`src/rtl/rgb_word_packer.sv`:
```
// rgb_word_packer
//   Packs a 24-bit RGB pixel stream into 32-bit AXI4-Stream words, four pixels
//   into three words with the pixel bytes contiguous, byte 0 in bits [7:0].
//   Start of frame is marked on tuser and end of line on tlast. A line that
//   ends part-way through a word is padded with PAD_BYTE and masked by tkeep.
//
// Ports
//   aclk, areset        clock and synchronous active-high reset
//   r, g, b             pixel bytes; the pixel is P = {r,g,b}
//   valid, sof, eol     pixel offered / first pixel of frame / last of line
//   in_stream_ready     packer takes the pixel on this edge
//   out_stream_*        registered AXI4-Stream output
//   sync_err            sticky: sof arrived in the middle of a pixel group
//   dbg_state           {in_flush, phase}
//
// Handshake: a pixel transfers on a rising edge where valid && in_stream_ready;
// a word transfers on a rising edge where out_stream_tvalid && out_stream_tready.
// Once tvalid is raised the word and its sideband stay unchanged until that
// transfer. in_stream_ready depends combinationally on out_stream_tready.

module rgb_word_packer #(
  parameter logic [7:0] PAD_BYTE = 8'h00
) (
  input  logic        aclk,
  input  logic        areset,
  input  logic [7:0]  r,
  input  logic [7:0]  g,
  input  logic [7:0]  b,
  input  logic        valid,
  input  logic        sof,
  input  logic        eol,
  output logic        in_stream_ready,
  output logic [31:0] out_stream_tdata,
  output logic [3:0]  out_stream_tkeep,
  output logic        out_stream_tlast,
  output logic        out_stream_tuser,
  output logic        out_stream_tvalid,
  input  logic        out_stream_tready,
  output logic        sync_err,
  output logic [2:0]  dbg_state
);

  typedef enum logic {ST_RUN = 1'b0, ST_FLUSH = 1'b1} state_t;

  state_t      r_state;
  logic [1:0]  r_phase;
  logic [23:0] r_hold;
  logic        r_tuser_pending;
  logic        r_sync_err;
  logic [31:0] r_tdata;
  logic [3:0]  r_tkeep;
  logic        r_tlast;
  logic        r_tuser;
  logic        r_tvalid;
  logic [31:0] r_flush_data;
  logic [3:0]  r_flush_keep;

  logic        w_out_free;
  logic        w_accept;
  logic [23:0] w_pixel;
  logic [1:0]  w_phase;
  logic [23:0] w_hold;
  logic        w_emit;
  logic [31:0] w_word;
  logic [3:0]  w_keep;
  logic        w_last;
  logic [1:0]  w_next_phase;
  logic [23:0] w_next_hold;
  logic        w_go_flush;
  logic [31:0] w_flush_data;
  logic [3:0]  w_flush_keep;

  assign w_out_free      = !r_tvalid || out_stream_tready;
  assign in_stream_ready = (r_state == ST_RUN) && w_out_free;
  assign w_accept        = valid && in_stream_ready;
  assign w_pixel         = {r, g, b};

  // sof restarts the group: the pixel is treated as P0 and leftovers are dropped.
  assign w_phase = sof ? 2'd0 : r_phase;
  assign w_hold  = sof ? 24'h0 : r_hold;

  always_comb begin
    w_emit       = 1'b1;
    w_word       = '0;
    w_keep       = 4'hF;
    w_last       = 1'b0;
    w_next_phase = 2'd0;
    w_next_hold  = '0;
    w_go_flush   = 1'b0;
    w_flush_data = '0;
    w_flush_keep = '0;
    case (w_phase)
      2'd0: begin
        if (eol) begin
          w_word = {PAD_BYTE, w_pixel};
          w_keep = 4'b0111;
          w_last = 1'b1;
        end else begin
          w_emit       = 1'b0;
          w_next_phase = 2'd1;
          w_next_hold  = w_pixel;
        end
      end
      2'd1: begin
        w_word = {w_pixel[7:0], w_hold[23:0]};
        if (eol) begin
          w_go_flush   = 1'b1;
          w_flush_data = {PAD_BYTE, PAD_BYTE, w_pixel[23:8]};
          w_flush_keep = 4'b0011;
        end else begin
          w_next_phase = 2'd2;
          w_next_hold  = {8'h00, w_pixel[23:8]};
        end
      end
      2'd2: begin
        w_word = {w_pixel[15:0], w_hold[15:0]};
        if (eol) begin
          w_go_flush   = 1'b1;
          w_flush_data = {PAD_BYTE, PAD_BYTE, PAD_BYTE, w_pixel[23:16]};
          w_flush_keep = 4'b0001;
        end else begin
          w_next_phase = 2'd3;
          w_next_hold  = {16'h0000, w_pixel[23:16]};
        end
      end
      default: begin
        w_word = {w_pixel, w_hold[7:0]};
        w_last = eol;
      end
    endcase
  end

  always_ff @(posedge aclk) begin
    if (areset) begin
      r_state         <= ST_RUN;
      r_phase         <= 2'd0;
      r_hold          <= '0;
      r_tuser_pending <= 1'b0;
      r_sync_err      <= 1'b0;
      r_tdata         <= '0;
      r_tkeep         <= '0;
      r_tlast         <= 1'b0;
      r_tuser         <= 1'b0;
      r_tvalid        <= 1'b0;
      r_flush_data    <= '0;
      r_flush_keep    <= '0;
    end else begin
      if (r_tvalid && out_stream_tready) begin
        r_tvalid <= 1'b0;
      end
      case (r_state)
        ST_RUN: begin
          if (w_accept) begin
            r_phase <= w_next_phase;
            r_hold  <= w_next_hold;
            if (sof && (r_phase != 2'd0)) begin
              r_sync_err <= 1'b1;
            end
            if (w_emit) begin
              r_tvalid        <= 1'b1;
              r_tdata         <= w_word;
              r_tkeep         <= w_keep;
              r_tlast         <= w_last;
              r_tuser         <= r_tuser_pending || sof;
              r_tuser_pending <= 1'b0;
            end else if (sof) begin
              r_tuser_pending <= 1'b1;
            end
            if (w_go_flush) begin
              r_state      <= ST_FLUSH;
              r_flush_data <= w_flush_data;
              r_flush_keep <= w_flush_keep;
            end
          end
        end
        ST_FLUSH: begin
          // The full word from the eol pixel occupies the output first.
          if (w_out_free) begin
            r_tvalid        <= 1'b1;
            r_tdata         <= r_flush_data;
            r_tkeep         <= r_flush_keep;
            r_tlast         <= 1'b1;
            r_tuser         <= r_tuser_pending;
            r_tuser_pending <= 1'b0;
            r_state         <= ST_RUN;
          end
        end
        default: r_state <= ST_RUN;
      endcase
    end
  end

  assign out_stream_tdata  = r_tdata;
  assign out_stream_tkeep  = r_tkeep;
  assign out_stream_tlast  = r_tlast;
  assign out_stream_tuser  = r_tuser;
  assign out_stream_tvalid = r_tvalid;
  assign sync_err          = r_sync_err;
  assign dbg_state         = {(r_state == ST_FLUSH), r_phase};

endmodule

```
`config.mk`:
```
export PLATFORM = sky130hd
export DESIGN_NAME = rgb_word_packer
export DESIGN_NICKNAME = d
export VERILOG_FILES = /design/src/rtl/rgb_word_packer.sv
export SDC_FILE = /design/constraint.sdc
export NUM_CORES = 1
export LEC_CHECK = 0
export ABC_AREA = 1
export ABC_CLOCK_PERIOD_IN_PS = 2540
export BUFFER_PORTS_ARGS = -buffer_cell sky130_fd_sc_hd__buf_2
export CELL_PAD_IN_SITES_DETAIL_PLACEMENT = 1
export CELL_PAD_IN_SITES_GLOBAL_PLACEMENT = 1
export CORE_MARGIN = 1
export CORE_UTILIZATION = 24
export DETAILED_ROUTE_END_ITERATION = 8
export GPL_ROUTABILITY_DRIVEN = 1
export HOLD_SLACK_MARGIN = 0.1
export PLACE_DENSITY_LB_ADDON = 0.25
export SYNTH_ARGS = -nofsm -noshare
export SYNTH_HDL_FRONTEND = slang
export SYNTH_SLANG_ARGS = --single-unit
```
`constraint.sdc`:
```
create_clock -name aclk -period 2.54 [get_ports aclk]
set_clock_uncertainty 0.05 [all_clocks]
set_input_delay 0.127 -clock aclk [delete_from_list [all_inputs] [get_ports aclk]]
set_output_delay 0.127 -clock aclk [all_outputs]
set_load 0.005 [all_outputs]
```
Word-level counts from Yosys, hierarchy flattened
Cells that the tools add are included.
{"block": "classes", "bitwise": 1, "magnitude_cmp": 0, "add_sub_neg": 0, "n_mul": 0, "div_mod_pow": 0, "muxes": 54, "n_eq_ne": 6, "shift": 0, "n_reduce_logical": 15}
{"op": "2-to-1 mux 32 bit", "count": 3}
{"op": "one-hot mux 32 bit (3 select lines)", "count": 1}
{"op": "2-to-1 mux 24 bit", "count": 3}
{"op": "one-hot mux 24 bit (3 select lines)", "count": 1}
{"op": "one-hot mux 32 bit (2 select lines)", "count": 1}
{"op": "2-to-1 mux 16 bit", "count": 2}
{"op": "one-hot mux 16 bit (2 select lines)", "count": 1}
{"op": "2-to-1 mux 1 bit", "count": 22}
{"op": "2-to-1 mux 4 bit", "count": 5}
{"op": "2-to-1 mux 8 bit", "count": 2}
{"op": "one-hot mux 1 bit (2 select lines)", "count": 6}
{"op": "AND reduction 3 bit", "count": 4}
{"op": "2-to-1 mux 2 bit", "count": 4}
{"op": "one-hot mux 4 bit (2 select lines)", "count": 1}
{"op": "one-hot mux 2 bit (3 select lines)", "count": 1}
{"op": "logical AND 1 bit", "count": 4}
{"op": "!= test 2 bit (second input constant)", "count": 2}
{"op": "one-hot mux 2 bit (2 select lines)", "count": 1}
{"op": "!= test 3 bit (second input constant)", "count": 1}
{"op": "== test 2 x 1 -> 1 bit (second input constant)", "count": 1}
{"op": "== test 2 bit (second input constant)", "count": 1}
{"op": "logical NOT 2 bit", "count": 1}
{"op": "logical OR 1 bit", "count": 2}
{"op": "!= test 2 x 1 -> 1 bit (second input constant)", "count": 1}
{"op": "other kinds (5)", "count": 5}
{"block": "totals", "latch_bits": 0, "out_inout_bits": 44, "rom_bits": 0, "n_memories": 0, "word_cells": 88, "register_bits": 104, "ram_bits": 0}

Depth between registers and ports, before layout
Gate-level depths: netlist (run 1).
{"block": "logic_depth", "word_depth": 7, "ltp_mapped": 13}

Worst setup path before layout (run 1)
OpenSTA, ideal clock, no wires.
{"block": "synth_path", "kind": "register to register", "startpoint": "reg r_phase[0]", "endpoint": "reg r_flush_keep[0]", "slack_ns": 0.658, "setup_ns": 0.116, "stages_incl_launch_ff": 11, "t_arrival_ns": 1.716, "path_cell_list": "dfxtp_1 inv_1 nor2_1 inv_1 ha_1 nand2_1 nor2_4 inv_2 buf_2 nor2_1 nor2_1"}
{"block": "synth_via", "elab_chain_len": 5, "word_cells_on_any_way": 7}
{"element": "start: declaration", "line_no": "46", "text": "logic [1:0] r_phase;"}
{"element": "start signal: assignment", "line_no": "154", "text": "r_phase <= w_next_phase;"}
{"element": "2-to-1 mux 2 bit (*)", "line_no": "79", "text": "assign w_phase = sof ? 2'd0 : r_phase;"}
{"element": "== test 2 bit / == test 2 x 1 -> 1 bit (equally long branches)", "line_no": "92", "text": "case (w_phase)"}
{"element": "OR reduction 2 bit (no source line)"}
{"element": "2-to-1 mux 1 bit"}
{"element": "AND reduction 3 bit (no source line)"}
{"element": "end signal: assignment", "line_no": "172", "text": "r_flush_keep <= w_flush_keep;"}
{"element": "end: declaration", "line_no": "56", "text": "logic [3:0] r_flush_keep;"}
Mark *: on every way between the ends. The rest lies on a longest branch, timed or not.
A chain may end at the register's enable or synchronous reset.

Worst setup path after layout (run 1)
{"block": "layout_path", "startpoint": "in sof", "endpoint": "reg r_tdata[13], in the netlist out_stream_tdata[13]"}
{"block": "layout_via", "elab_chain_len": 6, "word_cells_on_any_way": 12}
{"element": "start: declaration", "line_no": "30", "text": "input logic sof,"}
{"element": "2-to-1 mux 2 bit", "line_no": "79"}
{"element": "== test 2 bit (tied with other cells)", "line_no": "92"}
{"element": "one-hot mux 32 bit (3 select lines)", "line_no": "92"}
{"element": "2-to-1 mux 32 bit", "line_no": "159", "text": "if (w_emit) begin"}
{"element": "2-to-1 mux 32 bit", "line_no": "153", "text": "if (w_accept) begin"}
{"element": "one-hot mux 32 bit (2 select lines)", "line_no": "151", "text": "case (r_state)"}
{"element": "end signal: assignment", "line_no": "161", "text": "r_tdata <= w_word;"}
{"element": "end signal: assignment", "line_no": "180", "text": "r_tdata <= r_flush_data;"}
{"element": "end: declaration", "line_no": "50", "text": "logic [31:0] r_tdata;"}
Parallel ways exist; a longest one is shown, timed or not. The select of a mux whose other input is x is not followed.

==> qor.txt, run 1 <==
CLOCK NETWORK
-------------------------------------------------------------------------------------------------
Clk slew on worst S/H paths ........................................................      0.07 ns
Latest clock arrival within the worst-skew pair ....................................      0.36 ns
Buffer depth of the longest clock path .............................................            2
Number of buffers added by the clock tree synthesis step ...........................            9
Clock tree from TritonCTS ..........................................................         done
H-tree depth reported by CTS .......................................................            3
Root buffer selected by CTS ........................................................ sky130_fd_sc_hd__clkbuf_16
CTS Sinks ..........................................................................           86
Post CTS Setup Buffer Count ........................................................            0

DETAILED ROUTING
-------------------------------------------------------------------------------------------------
Starting DRT DRC Count .............................................................          363
Number of iterations in the first detailed-routing pass ............................            7
Average wire per standard cell .....................................................      18.7 um
ANT nets after route ...............................................................            0
Wirelength, routed .................................................................    18,300 um
Routed via count ...................................................................        4,906
Ratio of routed vias to standard cells .............................................         5.02
Post-route DRC violation count .....................................................            8

OUTCOME
-------------------------------------------------------------------------------------------------
Violated checks .................................................................... design-rule violations
Result of the run .................................................................. finished, violations left

WORST HOLD PATH
-------------------------------------------------------------------------------------------------
Type of the worst min-delay path ...................................................    in -> reg
Hold Path Cell Cnt .................................................................            3
Launch point of the worst hold path ................................................         r[3]
Worst hold endpoint ................................................................ r_flush_data[11]

LOGIC SYNTHESIS
-------------------------------------------------------------------------------------------------
Portion of the post-synthesis area used by sequential elements .....................        38.2%
Number of distinct library cell variants in the gate-level netlist after synthesis .           25
Total number of yosys warnings .....................................................            0
Post-synthesis cell area ...........................................................  0.00450 mm2
Mapped Nets ........................................................................          721
Synthesized area per cell ..........................................................     6.59 um2
Number of standard cells after synthesis ...........................................          684
Flops & latches, synth .............................................................           86

PLACEMENT
-------------------------------------------------------------------------------------------------
Placed standard-cell area ..........................................................  0.00508 mm2
Post-DP HPWL .......................................................................    13,600 um
Weighted congestion reported at the end of routability-driven placement ............        0.954
Number of buffers inserted by port buffering .......................................           73
Number of placed instances with taps included ......................................          957

CRITICAL PATH
-------------------------------------------------------------------------------------------------
Worst flop-to-flop path endpoint ................................................... out_stream_tdata[13]
Critical path start-end classification .............................................    in -> reg
Data arrival at the endpoint of the critical path ..................................      2.46 ns
Slowest Stage Delay on Critical Path ...............................................      0.53 ns
Worst path required time ...........................................................      2.73 ns
Critical path capture point type ...................................................         flop
CP Cell Sequence ................................................................... dlygate4sd3_1 -> buf_2 -> nor2_2 -> inv_1 -> ha_1 -> nand2_1 -> nor2_4 -> nor2_4 -> inv_2 -> a21oi_1 -> a21oi_1
Critical path fanouts, max .........................................................           31
Worst R2R Path Depth ...............................................................           10
Worst flop-to-flop path startpoint .................................................   r_phase[1]
Slowest CP cell .................................................................... sky130_fd_sc_hd__dlygate4sd3_1
Type of origin of the critical path ................................................   input port
Number of buffer and inverter instances along the worst setup path .................            4
Top Family by Delay on Critical Path ............................................... buffers and inverters
R2r setup slk ......................................................................      0.35 ns

FINAL LAYOUT
-------------------------------------------------------------------------------------------------
Final Cell Area ....................................................................  0.00542 mm2
ANT cells ..........................................................................            0
Top library cells by usage in the layout, fill and taps aside ...................... sky130_fd_sc_hd__nand2_1, sky130_fd_sc_hd__a21oi_1, sky130_fd_sc_hd__nand3_1
Layout fillers .....................................................................        2,311
Layout cells sized above 1 .........................................................        16.4%
P&R area growth vs syn .............................................................        20.2%
Most common cell after layout, fill and taps aside ................................. sky130_fd_sc_hd__nand2_1
Final cell count without fillers ...................................................          977
Total Nets Final ...................................................................          782

JOB
-------------------------------------------------------------------------------------------------
Max-capacitance violation count ....................................................            0

POWER
-------------------------------------------------------------------------------------------------
Total internal power ...............................................................      2330 uW
Max VDD drop .......................................................................       349 uV
Net switching power ................................................................       985 uW
Total power divided by cell area ...................................................   611 mW/mm2
Portion of total power attributed to the clock network .............................        39.7%
Static leakage power ...............................................................   0.00221 uW
Sequential share of power ..........................................................        43.5%
Switching share of total power .....................................................        29.7%
Power share of the combinational group .............................................        16.7%

STA
-------------------------------------------------------------------------------------------------
Worst hold slack across all endpoints ..............................................     0.109 ns
Period utilisation layout ..........................................................        89.3%
Maximum operating frequency ........................................................    0.441 GHz
Actual slew at the worst max-slew pin ..............................................     0.706 ns
Final critical delay including setup and external delays ...........................      2.27 ns
Worst max-slew margin expressed relative to the limit ..............................        52.8%
Count of pins over their slew limit ................................................            0
Unrepaired setup endpoints after global routing ....................................        false
Final hold viol count ..............................................................            0
Setup-violating endpoint count in the final report .................................            0
Setup TNS ..........................................................................         0 ns

GLOBAL ROUTE
-------------------------------------------------------------------------------------------------
Global-route usage over all layers .................................................        19.8%
Pin count of the biggest net entering global routing ...............................           78
Antenna violations before repair ...................................................            0
Final global-route overflow total ..................................................            0
Via count of the first global-routing pass .........................................        5,127
Wire length of the first global-routing pass .......................................    29,200 um

DIE
-------------------------------------------------------------------------------------------------
Number of placed I/O pins ..........................................................           74
Die area ...........................................................................   0.0193 mm2
Number of rows created at floorplan ................................................           49
Core footprint .....................................................................   0.0181 mm2
Starting utilization of the core area ..............................................        24.8%
Overall die width ..................................................................       139 um
Die height .........................................................................       139 um

-- Yosys cell counts --
library cell	number	area, um2
sky130_fd_sc_hd__a21oi_1	103	515
sky130_fd_sc_hd__buf_1	2	7.51
sky130_fd_sc_hd__buf_2	14	70.1
sky130_fd_sc_hd__buf_4	3	22.5
sky130_fd_sc_hd__buf_6	2	22.5
sky130_fd_sc_hd__clkbuf_1	24	90.1
sky130_fd_sc_hd__clkinv_1	1	3.75
sky130_fd_sc_hd__dfxtp_1	86	1720
sky130_fd_sc_hd__ha_1	7	87.6
sky130_fd_sc_hd__inv_1	39	146
sky130_fd_sc_hd__inv_2	4	15.0
sky130_fd_sc_hd__nand2_1	204	766
sky130_fd_sc_hd__nand2_2	1	6.26
sky130_fd_sc_hd__nand3_1	93	465
sky130_fd_sc_hd__nand4_1	11	68.8
sky130_fd_sc_hd__nor2_1	26	97.6
sky130_fd_sc_hd__nor2_2	2	12.5
sky130_fd_sc_hd__nor2_4	3	33.8
sky130_fd_sc_hd__nor2_8	1	20.0
sky130_fd_sc_hd__nor3_1	5	25.0
sky130_fd_sc_hd__o211ai_1	12	90.1
sky130_fd_sc_hd__o21ai_0	31	155
sky130_fd_sc_hd__o21ai_1	1	5.00
sky130_fd_sc_hd__o22ai_1	1	6.26
sky130_fd_sc_hd__or2_2	8	50.1
-- area by class of cell --
cell class | count | area (um2) | share of cell area (%)
multi-input combinational | 509 | 2410 | 44.4
sequential | 86 | 1720 | 31.8
timing repair buffer | 95 | 558 | 10.3
tap | 229 | 287 | 5.29
clock buffer | 9 | 225 | 4.16
inverter | 44 | 165 | 3.05
clock inverter | 5 | 52.6 | 0.970
-- metal layers --
layer	vias up	global-route usage, %	part of all wire (%)
met4	0	10.6	4.2
met1	2335	25.5	46
met2	144	31.8	45
li1	2387	-	-
met3	40	3.04	4.4
met5	-	0	0
-- registers in the layout (all words and copies together), names as in the netlist --
| name | flops |
|---|---|
| sync_err | 1 |
| out_stream_tvalid | 1 |
| r_hold | 24 |
| r_phase | 2 |
| r_flush_data | 16 |
| r_tuser_pending | 1 |
| r_state | 1 |
| r_flush_keep | 2 |
| out_stream_tdata | 32 |
| out_stream_tuser | 1 |
| out_stream_tlast | 1 |
| out_stream_tkeep | 4 |
-- cell families (layout without fill, tap and decap cells) --
kind of cell	count (synthesis)	in the layout	share of synthesized area (%)
AND/OR/NAND/NOR	354	354	34.3
flip-flops	86	86	38.2
buffers and inverters	89	153	8.39
AO/OA/AOI/OAI	148	148	17.1
adder cells (fa/ha/maj)	7	7	1.94
-- metrics by stage --
stage | worst slack [ns] | utilization, % | power [uW]
global placement | 0.353 | 28.0 | 2010
global route | 0.0770 | 29.8 | 3470
detailed placement | 0.225 | 28.0 | 2020
finish | 0.272 | 29.8 | 3310
floorplan | 0.658 | - | 1780
CTS | 0.140 | 29.8 | 3340
-- power by group through the flow --
| stage | clock network (uW) | logic [uW] | registers [uW] |
|---|---|---|---|
| final | 1310 | 555 | 1440 |
| after floorplan | 0 | 313 | 1470 |
| after global routing | 1400 | 614 | 1450 |
| after CTS | 1340 | 558 | 1440 |
| after global placement | 0 | 542 | 1470 |
| after detailed placement | 0 | 549 | 1470 |
-- worst max path at each step --
stage	from	end	slack, ns	cells after the start
4_1_cts	sof	out_stream_tdata[13]	0.14	11
3_3_place_gp	r_phase[1]	out_stream_tdata[13]	0.35	10
3_5_place_dp	r_phase[1]	out_stream_tdata[13]	0.22	10
6_report	sof	out_stream_tdata[13]	0.27	11
5_1_grt	sof	out_stream_tdata[0]	0.08	11
2_1_floorplan	r_phase[0]	r_flush_keep[0]	0.66	10
-- worst min-delay path, cell delays in order --
cell,delay [ns]
sky130_fd_sc_hd__buf_2,0.17
sky130_fd_sc_hd__nand3_1,0.11
sky130_fd_sc_hd__a21oi_1,0.06
-- what timing repair did --
| item | in CTS | in global routing |
|---|---|---|
| setup endpoints to repair | 0 | 1 |
| hold buffers | 6 | 0 |
| gates resized for setup | 0 | 1 |
| endpoints found under the hold margin | 7 | 0 |
Note: power is estimated with default switching activity, not from simulation.
==> inputs of run 2 (changes only) <==
CAP_MARGIN = 10   (was default)
CORE_ASPECT_RATIO = 1.75   (was default)
==> qor.txt, run 2 (synthesis results as in run 1) <==
OUTCOME
--------------------------------------------------------------------------------------
Result of the run ....................................................... finished, final reports clean

CLOCK NETWORK
--------------------------------------------------------------------------------------
Clock tree from TritonCTS ...............................................         done
Number of gates resized after CTS .......................................            0   unchanged
Buffer depth of the longest clock path ..................................            2   unchanged
Clk slew on worst S/H paths .............................................      0.07 ns   about the same
CTS Sinks ...............................................................           86   unchanged
Post CTS Setup Buffer Count .............................................            0   unchanged
Root buffer selected by CTS ............................................. sky130_fd_sc_hd__clkbuf_16
H-tree depth reported by CTS ............................................            3   unchanged
Number of buffers inserted for hold repair after clock tree synthesis ...            5   -1
Number of buffers added by the clock tree synthesis step ................            9   unchanged
Latest clock arrival within the worst-skew pair .........................      0.36 ns   about the same

STA
--------------------------------------------------------------------------------------
Final WS setup ..........................................................     0.308 ns   +0.0358 ns
Final critical delay including setup and external delays ................      2.23 ns   -0.0358 ns
Worst max-slew margin expressed relative to the limit ...................        49.6%   -3.1 points
Final hold viol count ...................................................            0   unchanged
Maximum operating frequency .............................................    0.448 GHz   +1.6%
Period utilisation layout ...............................................        87.9%   -1.4 points
Setup-violating endpoint count in the final report ......................            0   unchanged
Count of pins over their slew limit .....................................            0   unchanged
Setup TNS ...............................................................         0 ns   unchanged
Unrepaired setup endpoints after global routing .........................        false
Actual slew at the worst max-slew pin ...................................     0.755 ns   +0.0487 ns

GLOBAL ROUTE
--------------------------------------------------------------------------------------
Wire length of the first global-routing pass ............................    30,900 um   +6.0%
Final global-route overflow total .......................................            0   unchanged
Antenna violations before repair ........................................            0   unchanged
Via count of the first global-routing pass ..............................        5,293   +3.2%
Global-route usage over all layers ......................................        21.6%   +1.8 points
Pin count of the biggest net entering global routing ....................           66   -15%

PLACEMENT
--------------------------------------------------------------------------------------
Number of buffers inserted by port buffering ............................           73   unchanged
Placed standard-cell area ...............................................  0.00510 mm2   +0.57%
Worst slack after detailed placement ....................................     0.286 ns   +0.0607 ns
Weighted congestion reported at the end of routability-driven placement .        0.960   +0.62%
Post-DP HPWL ............................................................    14,900 um   +10%

POWER
--------------------------------------------------------------------------------------
Sequential share of power ...............................................        43.5%   about the same
Power share of the combinational group ..................................        17.1%   +0.4 points
Max VDD drop ............................................................       240 uV   -31%
Static leakage power ....................................................   0.00222 uW   +0.29%
Total internal power ....................................................      2330 uW   +0.31%
Net switching power .....................................................       990 uW   +0.49%
Portion of total power attributed to the clock network ..................        39.3%   -0.4 points
Total power divided by cell area ........................................   612 mW/mm2   +0.18%
Switching share of total power ..........................................        29.8%   +0.039 points

DIE
--------------------------------------------------------------------------------------
Number of rows created at floorplan .....................................           65   +33%
Die height ..............................................................       183 um   +32%
Die area ................................................................   0.0193 mm2   +0.11%
Number of placed I/O pins ...............................................           74   unchanged
Core footprint ..........................................................   0.0182 mm2   +0.39%
Starting utilization of the core area ...................................        24.7%   -0.095 points
Overall die width .......................................................       106 um   -24%

CRITICAL PATH
--------------------------------------------------------------------------------------
Worst path required time ................................................      2.72 ns   about the same
Type of origin of the critical path .....................................         flop
Critical path start-end classification ..................................   reg -> reg
Critical path capture point type ........................................         flop
Critical path fanouts, max ..............................................           31   unchanged
Data arrival at the endpoint of the critical path .......................      2.42 ns   -0.04 ns

FINAL LAYOUT
--------------------------------------------------------------------------------------
ANT cells ...............................................................            0   unchanged
Total Nets Final ........................................................          784   +0.26%
Layout cells sized above 1 ..............................................        16.3%   -0.18 points
Top library cells by usage in the layout, fill and taps aside ........... sky130_fd_sc_hd__nand2_1, sky130_fd_sc_hd__a21oi_1, sky130_fd_sc_hd__nand3_1
P&R area growth vs syn ..................................................        20.5%
Most common cell after layout, fill and taps aside ...................... sky130_fd_sc_hd__nand2_1
Layout fillers ..........................................................        2,357   +2.0%
Largest register FFs ....................................................           32   unchanged
Final Cell Area .........................................................  0.00543 mm2   +0.18%

DETAILED ROUTING
--------------------------------------------------------------------------------------
Wirelength, routed ......................................................    20,200 um   +11%
Starting DRT DRC Count ..................................................          208   -43%
Number of iterations in the first detailed-routing pass .................            5   -2
ANT nets after route ....................................................            0   unchanged
Routed via count ........................................................        4,999   +1.9%
Post-route DRC violation count ..........................................            0   -8
Ratio of routed vias to standard cells ..................................         5.08   +1.2%
Average wire per standard cell ..........................................      20.6 um   +9.8%

JOB
--------------------------------------------------------------------------------------
Max-capacitance violation count .........................................            0   unchanged

WORST HOLD PATH
--------------------------------------------------------------------------------------
Type of the worst min-delay path ........................................    in -> reg

run 2: worst paths after layout:
check             startpoint                   end  depth (start not counted)  slack (ns)
setup / recovery  r_phase[1]  out_stream_tdata[13]                         10        0.31
hold / removal          r[4]            r_hold[20]                          3        0.12
setup reg to reg  r_phase[1]  out_stream_tdata[13]                         10        0.31
hold reg to reg     sync_err              sync_err                          2        0.40
run 2: final cells by class:
type / instances / area [um2] / share of cell area, %
clock buffer: 12 / 236 / 4.36
clock inverter: 2 / 35.0 / 0.646
inverter: 44 / 165 / 3.04
multi-input combinational: 509 / 2400 / 44.3
sequential: 86 / 1720 / 31.7
tap: 234 / 293 / 5.40
timing repair buffer: 97 / 571 / 10.5
run 2: power groups by stage:
stage          sequential (uW)  clock [uW]  combinational, uW
6_report                  1450        1310                569
5_1_grt                   1450        1390                625
2_1_floorplan             1470           0                313
3_3_place_gp              1470           0                562
4_1_cts                   1450        1340                576
3_5_place_dp              1480           0                568
run 2: per-layer routing:
metal	up-vias	GRT usage [%]	part of all wire (%)
met4	0	15.9	6.9
met2	162	39.0	51
li1	2384	-	-
met1	2395	22.6	38
met5	-	0	0
met3	58	2.99	3.7
run 2: worst max-delay path, cell delays in order, from the launching register on:
cell	delay, ns
sky130_fd_sc_hd__dfxtp_1	0.36
sky130_fd_sc_hd__inv_1	0.05
sky130_fd_sc_hd__nor2_1	0.23
sky130_fd_sc_hd__inv_1	0.16
sky130_fd_sc_hd__ha_1	0.30
sky130_fd_sc_hd__nand2_1	0.14
sky130_fd_sc_hd__nor2_4	0.07
sky130_fd_sc_hd__nor2_4	0.13
sky130_fd_sc_hd__inv_2	0.26
sky130_fd_sc_hd__a21oi_1	0.29
sky130_fd_sc_hd__a21oi_1	0.09
run 2: stage by stage:
| stage | utilization (%) | cells | hold WS (ns) | power [uW] |
|---|---|---|---|---|
| global placement | 28.0 | 965 | 0.390 | 2040 |
| global route | 29.8 | 984 | 0.128 | 3470 |
| detailed placement | 28.0 | 965 | 0.391 | 2040 |
| finish | 29.8 | 984 | 0.121 | 3320 |
| CTS | 29.8 | 984 | 0.110 | 3360 |
| floorplan | - | 684 | 0.237 | 1780 |
